**src/rtl/uart_prog_loader_if.sv**
```systemverilog
// Bundle of the UART byte handshake and the instruction-memory upload (upg_*) bus.
// The loader uses the master modport; whatever feeds bytes and watches the write bus uses slave.
interface uart_prog_loader_if #(
  parameter int ADDR_W = 14
);
  logic              start_i;
  logic              rx_valid_i;
  logic [7:0]        rx_data_i;
  logic              rx_ready_o;
  logic              upg_rst_o;
  logic              upg_wen_o;
  logic [ADDR_W-1:0] upg_adr_o;
  logic [31:0]       upg_dat_o;
  logic              upg_done_o;
  logic [ADDR_W:0]   word_cnt_o;
  logic              err_o;

  modport master (
    input  start_i, rx_valid_i, rx_data_i,
    output rx_ready_o, upg_rst_o, upg_wen_o, upg_adr_o, upg_dat_o,
           upg_done_o, word_cnt_o, err_o
  );

  modport slave (
    output start_i, rx_valid_i, rx_data_i,
    input  rx_ready_o, upg_rst_o, upg_wen_o, upg_adr_o, upg_dat_o,
           upg_done_o, word_cnt_o, err_o
  );
endinterface

```
**src/rtl/uart_prog_loader.sv**
```systemverilog
// Loads a program from a UART byte stream into instruction memory: a 2-byte little-endian
// word count, then 4 bytes per word, written to consecutive word addresses starting at 0.
module uart_prog_loader #(
  parameter int ADDR_W      = 14,
  parameter int TIMEOUT_CYC = 1000000
) (
  input  logic               clk,
  input  logic               rst,
  uart_prog_loader_if.master bus
);
  typedef enum logic [2:0] {
    S_IDLE, S_LEN_LO, S_LEN_HI, S_DATA, S_WRITE, S_DONE
  } state_t;

  localparam int          TMO_W     = $clog2(TIMEOUT_CYC + 1);
  localparam logic [31:0] MAX_WORDS = 32'(1) << ADDR_W;

  state_t           state;
  logic [15:0]      len;
  logic [1:0]       byte_idx;
  logic [TMO_W-1:0] tmo_cnt;

  logic        fire;
  logic        tmo_hit;
  logic [31:0] cnt_next;
  logic [15:0] len_full;

  assign fire     = bus.rx_valid_i & bus.rx_ready_o;
  assign tmo_hit  = (tmo_cnt == TMO_W'(TIMEOUT_CYC - 1));
  assign cnt_next = 32'(bus.word_cnt_o) + 32'd1;
  assign len_full = {bus.rx_data_i, len[7:0]};

  // Every output is a register: each transition sets the output values of the state it enters.
  always_ff @(posedge clk) begin
    if (rst) begin
      state          <= S_IDLE;
      len            <= '0;
      byte_idx       <= '0;
      tmo_cnt        <= '0;
      bus.rx_ready_o <= 1'b0;
      bus.upg_rst_o  <= 1'b1;
      bus.upg_wen_o  <= 1'b0;
      bus.upg_adr_o  <= '0;
      bus.upg_dat_o  <= '0;
      bus.upg_done_o <= 1'b0;
      bus.word_cnt_o <= '0;
      bus.err_o      <= 1'b0;
    end else begin
      // NOTE: non-blocking throughout, so every branch sees the pre-edge values and the
      // single-cycle strobes below can be defaulted low and overridden later in the block.
      bus.upg_wen_o  <= 1'b0;
      bus.upg_done_o <= 1'b0;

      case (state)
        S_IDLE: begin
          if (bus.start_i) begin
            state          <= S_LEN_LO;
            bus.err_o      <= 1'b0;
            bus.word_cnt_o <= '0;
            bus.upg_adr_o  <= '0;
            byte_idx       <= '0;
            tmo_cnt        <= '0;
            bus.rx_ready_o <= 1'b1;
            bus.upg_rst_o  <= 1'b0;
          end
        end

        S_LEN_LO, S_LEN_HI, S_DATA: begin
          if (fire) begin
            tmo_cnt <= '0;
            case (state)
              S_LEN_LO: begin
                len[7:0] <= bus.rx_data_i;
                state    <= S_LEN_HI;
              end
              S_LEN_HI: begin
                len[15:8] <= bus.rx_data_i;
                if (len_full == 16'd0) begin
                  state          <= S_DONE;
                  bus.rx_ready_o <= 1'b0;
                  bus.upg_done_o <= 1'b1;
                end else if ({16'd0, len_full} > MAX_WORDS) begin
                  state          <= S_IDLE;
                  bus.err_o      <= 1'b1;
                  bus.rx_ready_o <= 1'b0;
                  bus.upg_rst_o  <= 1'b1;
                end else begin
                  state <= S_DATA;
                end
              end
              default: begin
                bus.upg_dat_o[{byte_idx, 3'b000} +: 8] <= bus.rx_data_i;
                byte_idx <= byte_idx + 2'd1;
                if (byte_idx == 2'd3) begin
                  state          <= S_WRITE;
                  bus.rx_ready_o <= 1'b0;
                  bus.upg_wen_o  <= 1'b1;
                end
              end
            endcase
          end else if (tmo_hit) begin
            // Sender went quiet: abandon the load, keeping whatever words already landed.
            state          <= S_IDLE;
            bus.err_o      <= 1'b1;
            bus.rx_ready_o <= 1'b0;
            bus.upg_rst_o  <= 1'b1;
          end else begin
            tmo_cnt <= tmo_cnt + TMO_W'(1);
          end
        end

        S_WRITE: begin
          bus.upg_adr_o  <= bus.upg_adr_o + ADDR_W'(1);
          bus.word_cnt_o <= bus.word_cnt_o + (ADDR_W + 1)'(1);
          if (cnt_next == {16'd0, len}) begin
            state          <= S_DONE;
            bus.upg_done_o <= 1'b1;
          end else begin
            state          <= S_DATA;
            bus.rx_ready_o <= 1'b1;
          end
        end

        S_DONE: begin
          state         <= S_IDLE;
          bus.upg_rst_o <= 1'b1;
        end

        default: begin
          state          <= S_IDLE;
          bus.rx_ready_o <= 1'b0;
          bus.upg_rst_o  <= 1'b1;
        end
      endcase
    end
  end
endmodule

```
**src/flat_wrapper.sv**
```systemverilog
// flat-port wrapper written by rule: the top's interface ports become plain ports
module uart_prog_loader_flat 
#(
  parameter int ADDR_W      = 14,
  parameter int TIMEOUT_CYC = 1000000
)
  (clk, rst, bus_start_i, bus_rx_valid_i, bus_rx_data_i, bus_rx_ready_o, bus_upg_rst_o, bus_upg_wen_o, bus_upg_adr_o, bus_upg_dat_o, bus_upg_done_o, bus_word_cnt_o, bus_err_o);
  uart_prog_loader_if #(.ADDR_W(ADDR_W)) bus_i ();
  input  logic clk;
  input  logic rst;
  input wire logic [$bits(bus_i.start_i)-1:0] bus_start_i;
  input wire logic [$bits(bus_i.rx_valid_i)-1:0] bus_rx_valid_i;
  input wire logic [$bits(bus_i.rx_data_i)-1:0] bus_rx_data_i;
  output wire logic [$bits(bus_i.rx_ready_o)-1:0] bus_rx_ready_o;
  output wire logic [$bits(bus_i.upg_rst_o)-1:0] bus_upg_rst_o;
  output wire logic [$bits(bus_i.upg_wen_o)-1:0] bus_upg_wen_o;
  output wire logic [$bits(bus_i.upg_adr_o)-1:0] bus_upg_adr_o;
  output wire logic [$bits(bus_i.upg_dat_o)-1:0] bus_upg_dat_o;
  output wire logic [$bits(bus_i.upg_done_o)-1:0] bus_upg_done_o;
  output wire logic [$bits(bus_i.word_cnt_o)-1:0] bus_word_cnt_o;
  output wire logic [$bits(bus_i.err_o)-1:0] bus_err_o;
  assign bus_i.start_i = bus_start_i;
  assign bus_i.rx_valid_i = bus_rx_valid_i;
  assign bus_i.rx_data_i = bus_rx_data_i;
  assign bus_rx_ready_o = bus_i.rx_ready_o;
  assign bus_upg_rst_o = bus_i.upg_rst_o;
  assign bus_upg_wen_o = bus_i.upg_wen_o;
  assign bus_upg_adr_o = bus_i.upg_adr_o;
  assign bus_upg_dat_o = bus_i.upg_dat_o;
  assign bus_upg_done_o = bus_i.upg_done_o;
  assign bus_word_cnt_o = bus_i.word_cnt_o;
  assign bus_err_o = bus_i.err_o;
  uart_prog_loader #(.ADDR_W(ADDR_W), .TIMEOUT_CYC(TIMEOUT_CYC)) u_core (.clk(clk), .rst(rst), .bus(bus_i));
endmodule
```
**config.mk**
```make
export PLATFORM = sky130hd
export DESIGN_NAME = uart_prog_loader_flat
export DESIGN_NICKNAME = d
export VERILOG_FILES = /design/src/rtl/uart_prog_loader_if.sv /design/src/rtl/uart_prog_loader.sv /design/src/flat_wrapper.sv
export SDC_FILE = /design/constraint.sdc
export NUM_CORES = 1
export LEC_CHECK = 0
export CORE_MARGIN = 2
export CORE_UTILIZATION = 35
export CTS_CLUSTER_DIAMETER = 100
export DETAILED_ROUTE_END_ITERATION = 12
export PLACE_DENSITY = 0.66
export RECOVER_POWER = 100
export SYNTH_ARGS = -nofsm -noshare
export SYNTH_HDL_FRONTEND = slang
export SYNTH_SLANG_ARGS = --single-unit
```
**constraint.sdc**
```tcl
create_clock -name clk -period 3 [get_ports clk]
set_clock_uncertainty 0.1 [all_clocks]
set_input_delay 0.6 -clock clk [delete_from_list [all_inputs] [get_ports clk]]
set_output_delay 0.6 -clock clk [all_outputs]
set_load 0.01 [all_outputs]
```
# After elaboration in Yosys (flattened, before gate mapping)
# Cells that the tools add are included.
op_classes:
  add_sub_neg: 6
  n_lt_le_gt_ge: 1
  n_eq_ne: 21
  shift: 2
  muxes: 45
  bitwise: 6
  reduce_logical: 17
ops:
  columns: ["operator", "n"]
  rows:
  - ["20-bit 2-to-1 mux", 3]
  - ["20-bit one-hot mux with 2 select lines", 1]
  - ["32-bit bitwise mux", 1]
  - ["32-bit by 16-bit equality test with 1-bit output", 1]
  - ["8-bit by 7-bit variable shift with 32-bit output, first input constant", 1]
  - ["8-bit by 7-bit variable part select with 32-bit output", 1]
  - ["15-bit one-hot mux with 2 select lines", 1]
  - ["14-bit one-hot mux with 2 select lines", 1]
  - ["20-bit by 1-bit adder with 20-bit output, second input constant", 1]
  - ["20-bit equality test, second input constant", 1]
  - ["1-bit 2-to-1 mux", 18]
  - ["3-bit 2-to-1 mux", 6]
  - ["15-bit by 1-bit adder with 16-bit output, second input constant", 1]
  - ["16-bit by 15-bit > comparator with 1-bit output, second input constant", 1]
  - ["16-bit zero test", 1]
  - ["15-bit by 1-bit adder with 15-bit output, second input constant", 1]
  - ["15-bit 2-to-1 mux", 1]
  - ["3-bit AND reduction", 5]
  - ["14-bit by 1-bit adder with 14-bit output, second input constant", 1]
  - ["14-bit 2-to-1 mux", 1]
  - ["3-bit inequality test, second input constant", 4]
  - ["6-bit AND reduction", 2]
  - ["5-bit inequality test, second input constant", 2]
  - ["3-bit one-hot mux with 3 select lines", 1]
  - ["27 further kinds", 41]
totals:
  ff_bits: 107
  in_bits: 12
  out_inout_bits: 66
  elab_cells: 111

# Depth between registers and ports, before layout
depth:
  depth_word: 6
  ltp_mapped: 9
  ltp_nobuf: 8

# Worst setup path after synthesis
# No wires, ideal clock.
synth_timing:
  path_type: "register -> register"
  startpoint: "reg u_core.bus.word_cnt_o[0] (netlist name)"
  endpoint: "reg u_core.bus.upg_done_o"
  setup_ns: 0.070
  arrival_ns: 2.588
  required_time_ns: 2.830
  slack_ns: 0.241
  stages_incl_launch_ff: 10
  n_path_buf: 1
  synth_period_minus_slack_ns: 2.759
  path_cell_list: "dfxtp_1 > ha_1 > nand3_1 > clkbuf_1 > nor3_1 > xnor2_1 > o22ai_1 > or4_1 > or3_1 > a21oi_1"
synth_between:
  elab_chain_len: 4
synth_lines:
  columns: ["element", "line", "rtl"]
  rows:
  - ["start, declared", "uart_prog_loader_if.sv:21", "upg_done_o, word_cnt_o, err_o"]
  - ["start signal, assigned", "uart_prog_loader.sv:114", "bus.word_cnt_o <= bus.word_cnt_o + (ADDR_W + 1)'(1);"]
  - ["15-bit by 1-bit adder with 16-bit output", "uart_prog_loader.sv:30", "assign cnt_next = 32'(bus.word_cnt_o) + 32'd1;"]
  - ["32-bit by 16-bit equality test with 1-bit output", "uart_prog_loader.sv:115", "if (cnt_next == {16'd0, len}) begin"]
  - ["1-bit 2-to-1 mux", "uart_prog_loader.sv:115", null]
  - ["1-bit one-hot mux with 2 select lines", "uart_prog_loader.sv:54", "case (state)"]
  - ["end signal, assigned", "uart_prog_loader.sv:45", "bus.upg_done_o <= 1'b0;"]
  - ["end signal, assigned", "uart_prog_loader.sv:52", "bus.upg_done_o <= 1'b0;"]
  - ["end signal, assigned", "uart_prog_loader.sv:117", "bus.upg_done_o <= 1'b1;"]
  - ["end, declared", "uart_prog_loader_if.sv:21", null]
# No other way between the ends.
# A chain may end at the register's enable or synchronous reset.

# Worst setup path in the final report
layout_timing:
  startpoint: "reg u_core.bus.word_cnt_o[7] (netlist name)"
  endpoint: "reg u_core.bus.upg_done_o"
# The elaborated chain is that of the path after synthesis.

==> metrics.txt <==
Top Ports=around 80; Max-slew headroom=a little under half; Post-DRT Antenna Nets=0; worst hold-check path type=reg -> reg; fill count=between 1000 and 1500; clk_lat worst skew=0.36 ns; total power=3.03 mW; grt total ovfl=0; Seq pwr share=48.5%; Worst path slowest cell=or4_1; P_leak=2.52 nW; fin crit share=between 90% and 100%; GRT Overall Usage=approximately 18%; fmax=0.354 GHz; CP delay by family, top=simple AND/OR/NAND/NOR gates; Clock Pin Slew Worst Setup and Hold Paths=~0.09 ns; TritonCTS clock tree=yes; CP startpoint kind=flop; status=finished, final reports clean; syn nets=694; share of cells above drive strength 1=6.96%; vias=4968; CP endpoint kind=flop; P per Cell Area=455 nW/um^2; Setup CP Type=reg -> reg; first-pass GRT wire length=23400 um; cts repair resizes=0; synthesized cell area=~5300 um^2; Hold Buf Count CTS=0; Final Hold Viols=0; dominant cell type by area after synthesis=dfxtp_1; CP max FO=9; Tightest Pin Transition=0.782 ns; worst vdd ir=0.000284 V; minimum clock period=2.83 ns; CP Cell Sequence=nand4_4, nor4_1, xnor2_1, o22ai_1, or4_1, or3_1, a21oi_1; Comb pwr share=between 10% and 20%; CTS Sinks=107; Switching Share=around 29%; Post-DP HPWL=around 10000 um; Worst Path Arrival=3.02 ns; ant diodes=0; chip width=127 um; crit-path max cell delay=0.59 ns; top post-synthesis cells by area=dfxtp_1, a21oi_1, nor2_1, nand2_1, nand3_1; DIE AREA=16000 um^2; post-DR vias/cell=5.26; DRT iter0 DRCs=about 390; I/O Buffers=77; top cell type's share of synthesized area=about two fifths; core area=between 10000 and 15000 um^2; dpl cells=929; WL final=14200 um; Pre-antenna DRT Iters=5; Clk pwr share=between 40% and 50%; H-tree Lvls=3; Final GP Congestion=0.871; Yosys Warn Count=0; Initial Util=a little over a third; chip height=127 um; Routed wire per std cell=15.0 um; commonest non-fill, non-tap cells in the layout=dfxtp_1, nor2_1, nand2_1, a21oi_1, dlygate4sd3_1; DR DRC count=0; clock buffer count from CTS=9; row count=44; sequential area share after synthesis=40.7%; largest net degree at the start of global routing=90; fin. max-slew vios=0; Setup-failing EPs final=0; vias in the first global route=between 4000 and 5000; FF+latch count, synth=107; nets@finish=777; root buf cell=clkbuf_16; initial antenna violation count=0; P_sw=865 uW; Max-Cap Viols=0; setup bufs post-CTS=0; Clock Path Buffers=2; TNS Setup=0 ns; Pint=about 2.2 mW; Finished Layout Cells=approximately 950; critical path required time=3.19 ns; Avg Cell Area, Syn=7.81 um^2; Buf+Inv Stages, Crit Path=0; Area Overhead vs Synth=26.7%; synth unique cells=between 40 and 50; RSZ-0062 raised after global routing=false; commonest non-fill, non-tap cell in the layout=dfxtp_1; post-synthesis cell count=673
## sequential cells by signal, indices dropped and copies added, names as in the netlist
register and count:
u_core.bus.upg_adr_o 14, u_core.len 16, u_core.bus.rx_ready_o 1, u_core.tmo_cnt 20, u_core.bus.upg_dat_o 32, u_core.bus.upg_rst_o 1, u_core.state 3, u_core.bus.upg_done_o 1
u_core.byte_idx 2, u_core.bus.err_o 1, u_core.bus.word_cnt_o 15, u_core.bus.upg_wen_o 1
## final cells by class
class	count	area [um^2]	share of cell area (%)
sequential	107	2140	32.1
clock inverter	7	101	1.52
clock buffer	9	225	3.38
tap	184	230	3.45
timing repair buffer	107	985	14.8
multi-input combinational	520	2940	44.1
inverter	11	41.3	0.620
## per-stage QoR
stage | hold slack (ns) | utilization (%) | area, um^2 | setup WS, ns
after floorplan | 0.340 | - | 5260 | 0.241
after global placement | 0.339 | 43.6 | 6350 | 0.156
after detailed placement | 0.344 | 43.6 | 6350 | 0.0877
after CTS | 0.355 | 45.8 | 6680 | 0.229
after global routing | 0.370 | 45.7 | 6660 | 0.0570
final | 0.348 | 45.7 | 6660 | 0.173
## path summary, 6_finish.rpt
| path | start | endpoint | slack [ns] | cells after the start |
|---|---|---|---|---|
| worst min register to register | u_core.bus.upg_dat_o[0]$_SDFFE_PP0P_ | u_core.bus.upg_dat_o[0]$_SDFFE_PP0P_ | 0.35 | 2 |
| worst min-delay path | u_core.bus.upg_dat_o[0]$_SDFFE_PP0P_ | u_core.bus.upg_dat_o[0]$_SDFFE_PP0P_ | 0.35 | 2 |
| worst max-delay path | u_core.bus.word_cnt_o[7]$_SDFFE_PP0P_ | u_core.bus.upg_done_o$_SDFF_PP0_ | 0.17 | 7 |
| worst max register to register | u_core.bus.word_cnt_o[7]$_SDFFE_PP0P_ | u_core.bus.upg_done_o$_SDFF_PP0_ | 0.17 | 7 |
## power groups by stage
| stage | registers [mW] | clock network (mW) | logic [mW] |
|---|---|---|---|
| 2_1_floorplan | 1.49 | 0 | 0.194 |
| 3_3_place_gp | 1.50 | 0 | 0.311 |
| 3_5_place_dp | 1.50 | 0 | 0.312 |
| 4_1_cts | 1.47 | 1.28 | 0.314 |
| 5_1_grt | 1.47 | 1.35 | 0.345 |
| 6_report | 1.47 | 1.25 | 0.308 |
## per-layer routing
metal	up-vias	share of wire, %	wire (um)	track usage (%)
li1	2539	-	-	-
met1	2292	48	6860	24.9
met2	118	46	6520	28.0
met3	19	4.3	614	4.13
met4	0	1.3	190	4.59
met5	-	0	0	0
## cells in the mapped netlist, drive strengths merged
cell type  number
a2111oi         1
a211o           1
a211oi          3
a21oi          72
a221oi          1
a22oi          11
a311oi          2
a31o            1
a31oi           3
and2            2
and3           16
and3b           1
and4            3
buf             7
clkbuf         28
dfxtp         107
ha              9
inv            11
mux2i          21
nand2          79
nand2b          3
nand3          51
nand4          12
nand4bb         1
nor2           95
nor2b           2
nor3           17
nor3b           7
nor4           14
nor4b           1
o211ai          2
o21a            4
o21ai          31
o22ai           2
o31ai           1
or2             3
or3             7
or3b            1
or4             3
or4b            2
or4bb           1
xnor2          19
xor2           15
## cells by family after synthesis
kind of cell	share of synthesized area [%]
AOI/OAI and AO/OA	14.5
xor gates and xnor gates	5.66
adders and majority gates	2.14
buffers and inverters	3.40
DFF	40.7
muxes	4.00
and+or+nand+nor	29.5
## worst reg2reg max path, delay by kind of cell (launching register included)
family,cells,cell delay [ns]
AO/OA/AOI/OAI,2,0.23
XOR/XNOR,1,0.18
flip-flops,1,0.56
AND/OR/NAND/NOR,4,1.70
Note: power is estimated with default switching activity, not from simulation.
